<file path="src/rtl/call_int_sequencer_if.sv">
// Handshake bundle between the main controller, interrupt register and the call/interrupt sequencer.
// master = sequencer side, slave = controller/datapath side.
interface call_int_sequencer_if #(
  parameter int NUM_IRQ = 4
);
  logic               call_req;
  logic               boundary;
  logic [NUM_IRQ-1:0] irq_pend;
  logic [NUM_IRQ-1:0] irq_mask;
  logic               int_en;
  logic               dataReady;
  logic               busy;
  logic               done;
  logic [1:0]         SPctrl;
  logic               MARld;
  logic [2:0]         writeSrc;
  logic               DRAMwriteEnable;
  logic [1:0]         PCctrl;
  logic [7:0]         vec_addr;
  logic               intDisable;
  logic [NUM_IRQ-1:0] clrPend;
  logic               fault;

  modport master (
    input  call_req, boundary, irq_pend, irq_mask, int_en, dataReady,
    output busy, done, SPctrl, MARld, writeSrc, DRAMwriteEnable, PCctrl,
           vec_addr, intDisable, clrPend, fault
  );

  modport slave (
    output call_req, boundary, irq_pend, irq_mask, int_en, dataReady,
    input  busy, done, SPctrl, MARld, writeSrc, DRAMwriteEnable, PCctrl,
           vec_addr, intDisable, clrPend, fault
  );
endinterface

</file>
<file path="src/rtl/call_int_sequencer.sv">
// Call/interrupt entry sequencer: pushes PUSH_WORDS context words, then vectors to the highest-priority
// unmasked interrupt; call latency 4+2*PUSH_WORDS-2 cycles to done, +1 for VEC; each write waits on dataReady.
module call_int_sequencer #(
  parameter int         NUM_IRQ    = 4,
  parameter int         PUSH_WORDS = 2,
  parameter logic [7:0] VEC_BASE   = 8'hF0,
  parameter int         WAIT_MAX   = 15
) (
  input logic               clk,
  input logic               rst,
  call_int_sequencer_if.master bus
);
  localparam int SELW = (NUM_IRQ > 1) ? $clog2(NUM_IRQ) : 1;
  localparam int WCW  = $clog2(WAIT_MAX + 1);
  localparam logic [1:0]     LAST_WORD = 2'(PUSH_WORDS - 1);
  localparam logic [WCW-1:0] WAIT_LAST = WCW'(WAIT_MAX - 1);

  typedef enum logic [2:0] {S_IDLE, S_DEC, S_WR, S_CHK, S_VEC, S_FIN, S_FAULT} state_e;
  typedef enum logic {M_CALL, M_INT} mode_e;

  state_e            state_q, state_d;
  mode_e             mode_q, mode_d;
  logic [1:0]        word_q, word_d;
  logic [WCW-1:0]    wait_q, wait_d;
  logic [SELW-1:0]   sel_q, sel_d;

  logic [NUM_IRQ-1:0] eligible;
  logic               any_elig;
  logic [SELW-1:0]    sel_c;

  assign eligible = bus.irq_pend & ~bus.irq_mask & {NUM_IRQ{bus.int_en}};
  assign any_elig = |eligible;

  // Scan downwards so the lowest set index (highest priority) is the last write.
  always_comb begin
    sel_c = '0;
    for (int i = NUM_IRQ - 1; i >= 0; i--) begin
      if (eligible[i]) sel_c = SELW'(i);
    end
  end

  always_ff @(posedge clk) begin
    if (rst) begin
      state_q <= S_IDLE;
      mode_q  <= M_CALL;
      word_q  <= '0;
      wait_q  <= '0;
      sel_q   <= '0;
    end else begin
      state_q <= state_d;
      mode_q  <= mode_d;
      word_q  <= word_d;
      wait_q  <= wait_d;
      sel_q   <= sel_d;
    end
  end

  always_comb begin
    state_d             = state_q;
    mode_d              = mode_q;
    word_d              = word_q;
    wait_d              = wait_q;
    sel_d               = sel_q;
    bus.busy            = 1'b0;
    bus.done            = 1'b0;
    bus.SPctrl          = 2'b00;
    bus.MARld           = 1'b0;
    bus.writeSrc        = 3'd0;
    bus.DRAMwriteEnable = 1'b0;
    bus.PCctrl          = 2'b00;
    bus.vec_addr        = 8'h00;
    bus.intDisable      = 1'b0;
    bus.clrPend         = '0;
    bus.fault           = 1'b0;

    case (state_q)
      S_IDLE: begin
        word_d = '0;
        wait_d = '0;
        if (bus.call_req) begin
          mode_d  = M_CALL;
          state_d = S_DEC;
        end else if (bus.boundary && any_elig) begin
          mode_d  = M_INT;
          state_d = S_DEC;
        end
      end
      S_DEC: begin
        bus.busy     = 1'b1;
        bus.SPctrl   = 2'b01;
        bus.MARld    = 1'b1;
        bus.writeSrc = {1'b0, word_q};
        state_d      = S_WR;
      end
      S_WR: begin
        bus.busy            = 1'b1;
        bus.DRAMwriteEnable = 1'b1;
        bus.writeSrc        = {1'b0, word_q};
        // A completing write in the last allowed cycle still counts as success.
        if (bus.dataReady) begin
          wait_d = '0;
          if (word_q == LAST_WORD) begin
            state_d = S_CHK;
          end else begin
            word_d  = word_q + 2'd1;
            state_d = S_DEC;
          end
        end else if (wait_q == WAIT_LAST) begin
          state_d = S_FAULT;
        end else begin
          wait_d = wait_q + 1'b1;
        end
      end
      S_CHK: begin
        bus.busy = 1'b1;
        if (mode_q == M_CALL) begin
          bus.PCctrl = 2'b01;
          if (any_elig) begin
            sel_d   = sel_c;
            mode_d  = M_INT;
            word_d  = '0;
            state_d = S_DEC;
          end else begin
            state_d = S_FIN;
          end
        end else if (any_elig) begin
          sel_d   = sel_c;
          state_d = S_VEC;
        end else begin
          state_d = S_FIN;
        end
      end
      S_VEC: begin
        bus.busy       = 1'b1;
        bus.PCctrl     = 2'b10;
        bus.vec_addr   = VEC_BASE + {{(8-SELW){1'b0}}, sel_q};
        bus.intDisable = 1'b1;
        bus.clrPend    = NUM_IRQ'(1) << sel_q;
        state_d        = S_FIN;
      end
      S_FIN: begin
        bus.busy = 1'b1;
        bus.done = 1'b1;
        word_d   = '0;
        state_d  = S_IDLE;
      end
      S_FAULT: begin
        bus.fault = 1'b1;
      end
      default: state_d = S_IDLE;
    endcase
  end
endmodule

</file>
<file path="src/flat_wrapper.sv">
// flat-port wrapper written by rule: the top's interface ports become plain ports
module call_int_sequencer_flat 
#(
  parameter int         NUM_IRQ    = 4,
  parameter int         PUSH_WORDS = 2,
  parameter logic [7:0] VEC_BASE   = 8'hF0,
  parameter int         WAIT_MAX   = 15
)
  (clk, rst, bus_call_req, bus_boundary, bus_irq_pend, bus_irq_mask, bus_int_en, bus_dataReady, bus_busy, bus_done, bus_SPctrl, bus_MARld, bus_writeSrc, bus_DRAMwriteEnable, bus_PCctrl, bus_vec_addr, bus_intDisable, bus_clrPend, bus_fault);
  call_int_sequencer_if #(.NUM_IRQ(NUM_IRQ)) bus_i ();
  input logic clk;
  input logic rst;
  input wire logic [$bits(bus_i.call_req)-1:0] bus_call_req;
  input wire logic [$bits(bus_i.boundary)-1:0] bus_boundary;
  input wire logic [$bits(bus_i.irq_pend)-1:0] bus_irq_pend;
  input wire logic [$bits(bus_i.irq_mask)-1:0] bus_irq_mask;
  input wire logic [$bits(bus_i.int_en)-1:0] bus_int_en;
  input wire logic [$bits(bus_i.dataReady)-1:0] bus_dataReady;
  output wire logic [$bits(bus_i.busy)-1:0] bus_busy;
  output wire logic [$bits(bus_i.done)-1:0] bus_done;
  output wire logic [$bits(bus_i.SPctrl)-1:0] bus_SPctrl;
  output wire logic [$bits(bus_i.MARld)-1:0] bus_MARld;
  output wire logic [$bits(bus_i.writeSrc)-1:0] bus_writeSrc;
  output wire logic [$bits(bus_i.DRAMwriteEnable)-1:0] bus_DRAMwriteEnable;
  output wire logic [$bits(bus_i.PCctrl)-1:0] bus_PCctrl;
  output wire logic [$bits(bus_i.vec_addr)-1:0] bus_vec_addr;
  output wire logic [$bits(bus_i.intDisable)-1:0] bus_intDisable;
  output wire logic [$bits(bus_i.clrPend)-1:0] bus_clrPend;
  output wire logic [$bits(bus_i.fault)-1:0] bus_fault;
  assign bus_i.call_req = bus_call_req;
  assign bus_i.boundary = bus_boundary;
  assign bus_i.irq_pend = bus_irq_pend;
  assign bus_i.irq_mask = bus_irq_mask;
  assign bus_i.int_en = bus_int_en;
  assign bus_i.dataReady = bus_dataReady;
  assign bus_busy = bus_i.busy;
  assign bus_done = bus_i.done;
  assign bus_SPctrl = bus_i.SPctrl;
  assign bus_MARld = bus_i.MARld;
  assign bus_writeSrc = bus_i.writeSrc;
  assign bus_DRAMwriteEnable = bus_i.DRAMwriteEnable;
  assign bus_PCctrl = bus_i.PCctrl;
  assign bus_vec_addr = bus_i.vec_addr;
  assign bus_intDisable = bus_i.intDisable;
  assign bus_clrPend = bus_i.clrPend;
  assign bus_fault = bus_i.fault;
  call_int_sequencer #(.NUM_IRQ(NUM_IRQ), .PUSH_WORDS(PUSH_WORDS), .VEC_BASE(VEC_BASE), .WAIT_MAX(WAIT_MAX)) u_core (.clk(clk), .rst(rst), .bus(bus_i));
endmodule
</file>
<file path="config.mk">
export PLATFORM = sky130hd
export DESIGN_NAME = call_int_sequencer_flat
export DESIGN_NICKNAME = d
export VERILOG_FILES = /design/src/rtl/call_int_sequencer_if.sv /design/src/rtl/call_int_sequencer.sv /design/src/flat_wrapper.sv
export SDC_FILE = /design/constraint.sdc
export NUM_CORES = 1
export LEC_CHECK = 0
export CORE_MARGIN = 2
export CORE_UTILIZATION = 46
export DETAILED_ROUTE_END_ITERATION = 7
export PLACE_DENSITY_LB_ADDON = 0.1
export SETUP_SLACK_MARGIN = 0.4
export SKIP_LAST_GASP = 1
export SYNTH_ARGS = -nofsm -noshare
export SYNTH_HDL_FRONTEND = slang
export SYNTH_SLANG_ARGS = --single-unit
</file>
<file path="constraint.sdc">
create_clock -name clk -period 3.1 [get_ports clk]
set_clock_uncertainty 0.1 [all_clocks]
set_input_delay 0.62 -clock clk [delete_from_list [all_inputs] [get_ports clk]]
set_output_delay 0.62 -clock clk [all_outputs]
set_load 0.02 [all_outputs]
</file>
==> impl.org <==
** Synth
- The synthesized design spends more area on one cell type than any other, namely dfxtp_1.
- Proportion of register bits with asynchronous set or reset after synthesis :: 0%
- Cell variety after synth :: 37
- The synthesized design contains 12 register bits.
- Area share of the leading cell type in the synthesized netlist :: around 24%
- Synthesized area divided by synthesized cell count :: 8.026 um2
- In the synthesized netlist, the number of instances is between 100 and 150.
- The share of the Yosys chip area taken by registers is roughly 24%.
- By area the synthesized netlist is led by dfxtp_1 24%, buf_4 6.8%, nor2_1 4.6%.
- Warnings, synthesis :: 0
- Sorting the synthesized cells by how often they occur yields 12 x dfxtp_1, 12 x nor2_1, 10 x inv_1, 9 x buf_4, 7 x a21oi_1.
- Most used flip-flop cell after synthesis :: dfxtp_1
- Counting flops with a built-in enable in the synthesized netlist gives 0.
- Summing every instance area after synthesis gives ~990 um2.

** STA
- Post-route fraction of the period consumed by the critical path :: 83.47%
- Setup repair after global routing left no endpoint under its margin.
- Count of final setup violators :: 0
- The final count of hold timing violations was 0.
- Minimum period implied by the final worst setup slack :: approximately 2.6 ns
- Pins Over Slew Limit :: 0
- Setup slack closes at roughly 0.5 ns.
- Setup total negative slack on the finished layout was measured at 0 ns.
- Top achievable clock speed :: ~0.39 GHz

** Route
- For this run, design rule violations remaining after detail routing come to 0.
- Vias per cell :: ~5.1
- Avg WL per Cell :: 11.92 um
- DRT Wirelength :: 2.121 mm
- First-pass DRT Iterations :: 4
- Post-detailed-route count of antenna-violating nets :: 0
- Across all layers, the routed design uses between 900 and 1,000 vias.
- The detailed router finished its first iteration with 13 violations.

** Clocking
- In this run the number of H-tree levels came out at 1.
- The later pin in the worst-skew pair is clocked with a latency of around 0.28 ns.
- In this run the deepest clock path goes through 2 buffers.
- Clock tree from TritonCTS :: built
- Post-CTS setup-driven buffer insertion count :: 0
- Clock-pin slew on the worst setup and hold paths :: approximately 0.08 ns
- Hold_buf cts :: 0
- Clock tree synthesis selected as its root buffer the cell clkbuf_4.
- Number of clock buffers inserted by TritonCTS :: 3
- Clock tree synthesis found a total of 12 sinks.

** Global routing
- Number of global-route vias before repair :: around 840
- Global-route wire length before repair :: ~3.7 mm
- Initial antenna violation count :: 0
- Global routing consumed, over all layers together, 18.98% of the routing resources.
- Summed over all layers, the global routing overflow is 0.
- Maximum number of pins on one net before global-route repair :: 14

** Setup path
- Among all stages on the critical path, the largest delay is contributed by clkdlybuf4s50_1.
- Worst setup path start :: u_core.state_q[1]$_SDFFE_PP0P_
- Worst-path cell chain :: or3b_4 > inv_1 > clkdlybuf4s50_1
- Largest stage delay on the critical path :: between 0.6 and 0.7 ns
- The worst register-to-register path begins at u_core.word_q[1]$_SDFFE_PP0P_.
- Data arrives at the worst endpoint at ~1.9 ns.
- At the worst endpoint, the required time is approximately 2.4 ns.
- CP Capture Type :: primary output
- The number of cells on the worst reg-to-reg path is 6.
- The endpoint identified for the worst register-to-register timing path is u_core.word_q[1]$_SDFFE_PP0P_.
- Capture point of the critical path :: bus_DRAMwriteEnable
- Startpoint kind of the worst setup timing path :: register
- Of all nets on the critical path, the largest fanout is 12.
- The critical path in this run is classified as register to primary output.
- Worst R2R Setup Slack :: about 1.6 ns

** Floorplan
- Die height :: about 50 um
- The die covers roughly 2500 um2.
- The floorplan has 16 rows.
- After floorplanning, the core was sized to cover about 2000 um2.
- 39 I/O pins were placed.
- Once the floorplan was initialized, standard cells occupied just under 50% of the core.
- Horiz. Die Dim :: a little over 50 um

** Run
- Max-cap violations in this run came to 0.

** Place
- Total of buffers placed on input and output ports :: 34
- Routability congestion estimate :: approximately 0.8
- OpenSTA, run right after detailed placement, puts the worst setup slack at about 0.56 ns.
- HPWL after detailed placement :: 1.662 mm

** Cells and area
- The filler cells instantiated in the layout total between 150 and 200.
- The net count of the finished layout is between 150 and 200.
- Synth-to-Final Area Change :: 32.45%
- Fraction of final layout cells sized beyond drive strength 1 :: between 10% and 20%
- Antenna diodes :: 0

** Power and ir drop
- Total leakage power :: roughly 0.52 nW
- Total Power :: ~0.00046 W
- Dividing total power by cell area gives a power density of around 350 nW/um2.
- Worst IR Drop VDD :: 0.2243 mV

** Hold path
- In this run the worst hold path is classified as register to register.

** Run status
- The flow ran to the end, and the final reports show no timing, DRC or antenna violations.
metal layers:
layer,vias to the layer above,share of wire [%],track usage [%]
li1,474,-,-
met1,406,49,25.93
met2,32,43,28.95
met3,4,5.7,3.274
met4,0,1.9,9.009
met5,-,0,0
sequential cells by signal, summed over array words and instances, names as in the netlist:
register and cells:
u_core.mode_q 1, u_core.sel_q 2, u_core.state_q 3, u_core.wait_q 4, u_core.word_q 2
critical path: cells and delay by family, from the launching register on:
family | cells | cell delay [ns]
buffers and inverters | 2 | 0.71
DFF | 1 | 0.45
and+or+nand+nor | 1 | 0.44
power breakdown:
group	switching [W]	leakage, nW	total, W	internal, W
Sequential	0.0000168	0.0986	0.000180	0.000163
Combinational	0.0000827	0.404	0.000158	0.0000754
Clock	0.0000543	0.0210	0.000126	0.0000715
repair_timing:
item / CTS / global route
endpoints found under the setup margin: 4 / 2
resized for setup: 5 / 2
cloned: 0 / 0
how the worst min path moves through the flow:
stage               depth (start not counted)                           from                            end  slack [ns]
finish                                      2  u_core.word_q[1]$_SDFFE_PP0P_  u_core.word_q[1]$_SDFFE_PP0P_        0.40
floorplan                                   1  u_core.word_q[0]$_SDFFE_PP0P_  u_core.word_q[0]$_SDFFE_PP0P_        0.36
global placement                            2  u_core.word_q[1]$_SDFFE_PP0P_  u_core.word_q[1]$_SDFFE_PP0P_        0.39
detailed placement                          2  u_core.word_q[1]$_SDFFE_PP0P_  u_core.word_q[1]$_SDFFE_PP0P_        0.40
CTS                                         1  u_core.word_q[0]$_SDFFE_PP0P_  u_core.word_q[0]$_SDFFE_PP0P_        0.41
global route                                1  u_core.word_q[0]$_SDFFE_PP0P_  u_core.word_q[0]$_SDFFE_PP0P_        0.48
logic make-up after synthesis:
family | synth area share [%]
AOI/OAI and AO/OA | 22.18
xor gates and xnor gates | 1.775
adders and majority gates | 3.803
buffers and inverters | 14.45
DFF | 24.33
other | 0.3799
and+or+nand+nor | 33.08
layout by cell type (no fill, tap or decap), types with 3 or more instances in the layout:
cell,n
conb_1,4
clkdlybuf4s50_1,32
dfxtp_2,3
and3_1,6
o21ai_0,3
a21o_1,4
nor2b_1,4
a21oi_1,7
ha_1,3
a211oi_1,5
nand2b_1,6
nor3_1,4
o211ai_1,3
dfxtp_1,9
clkbuf_4,3
nor2_1,11
nand2_1,6
inv_1,9
per-stage QoR:
stage	hold WS [ns]	instances	util [%]	cell area (um2)
2_1_floorplan	0.3594	126	-	998.5
6_report	0.4013	178	65.31	1308
5_1_grt	0.4781	178	65.31	1308
4_1_cts	0.4073	178	65.19	1305
3_3_place_gp	0.3874	174	63.31	1267
3_5_place_dp	0.3951	174	63.31	1267
cell type report:
class / instances / area [um2] / area share [%]
multi-input cells: 91 / 618.1 / 47.27
repair buffers: 34 / 337.8 / 25.84
flip-flops and latches: 12 / 244.0 / 18.66
clock buffers: 4 / 36.28 / 2.775
well taps: 27 / 33.78 / 2.584
inverters: 10 / 37.54 / 2.871
Note: power is estimated with default switching activity, not from simulation.
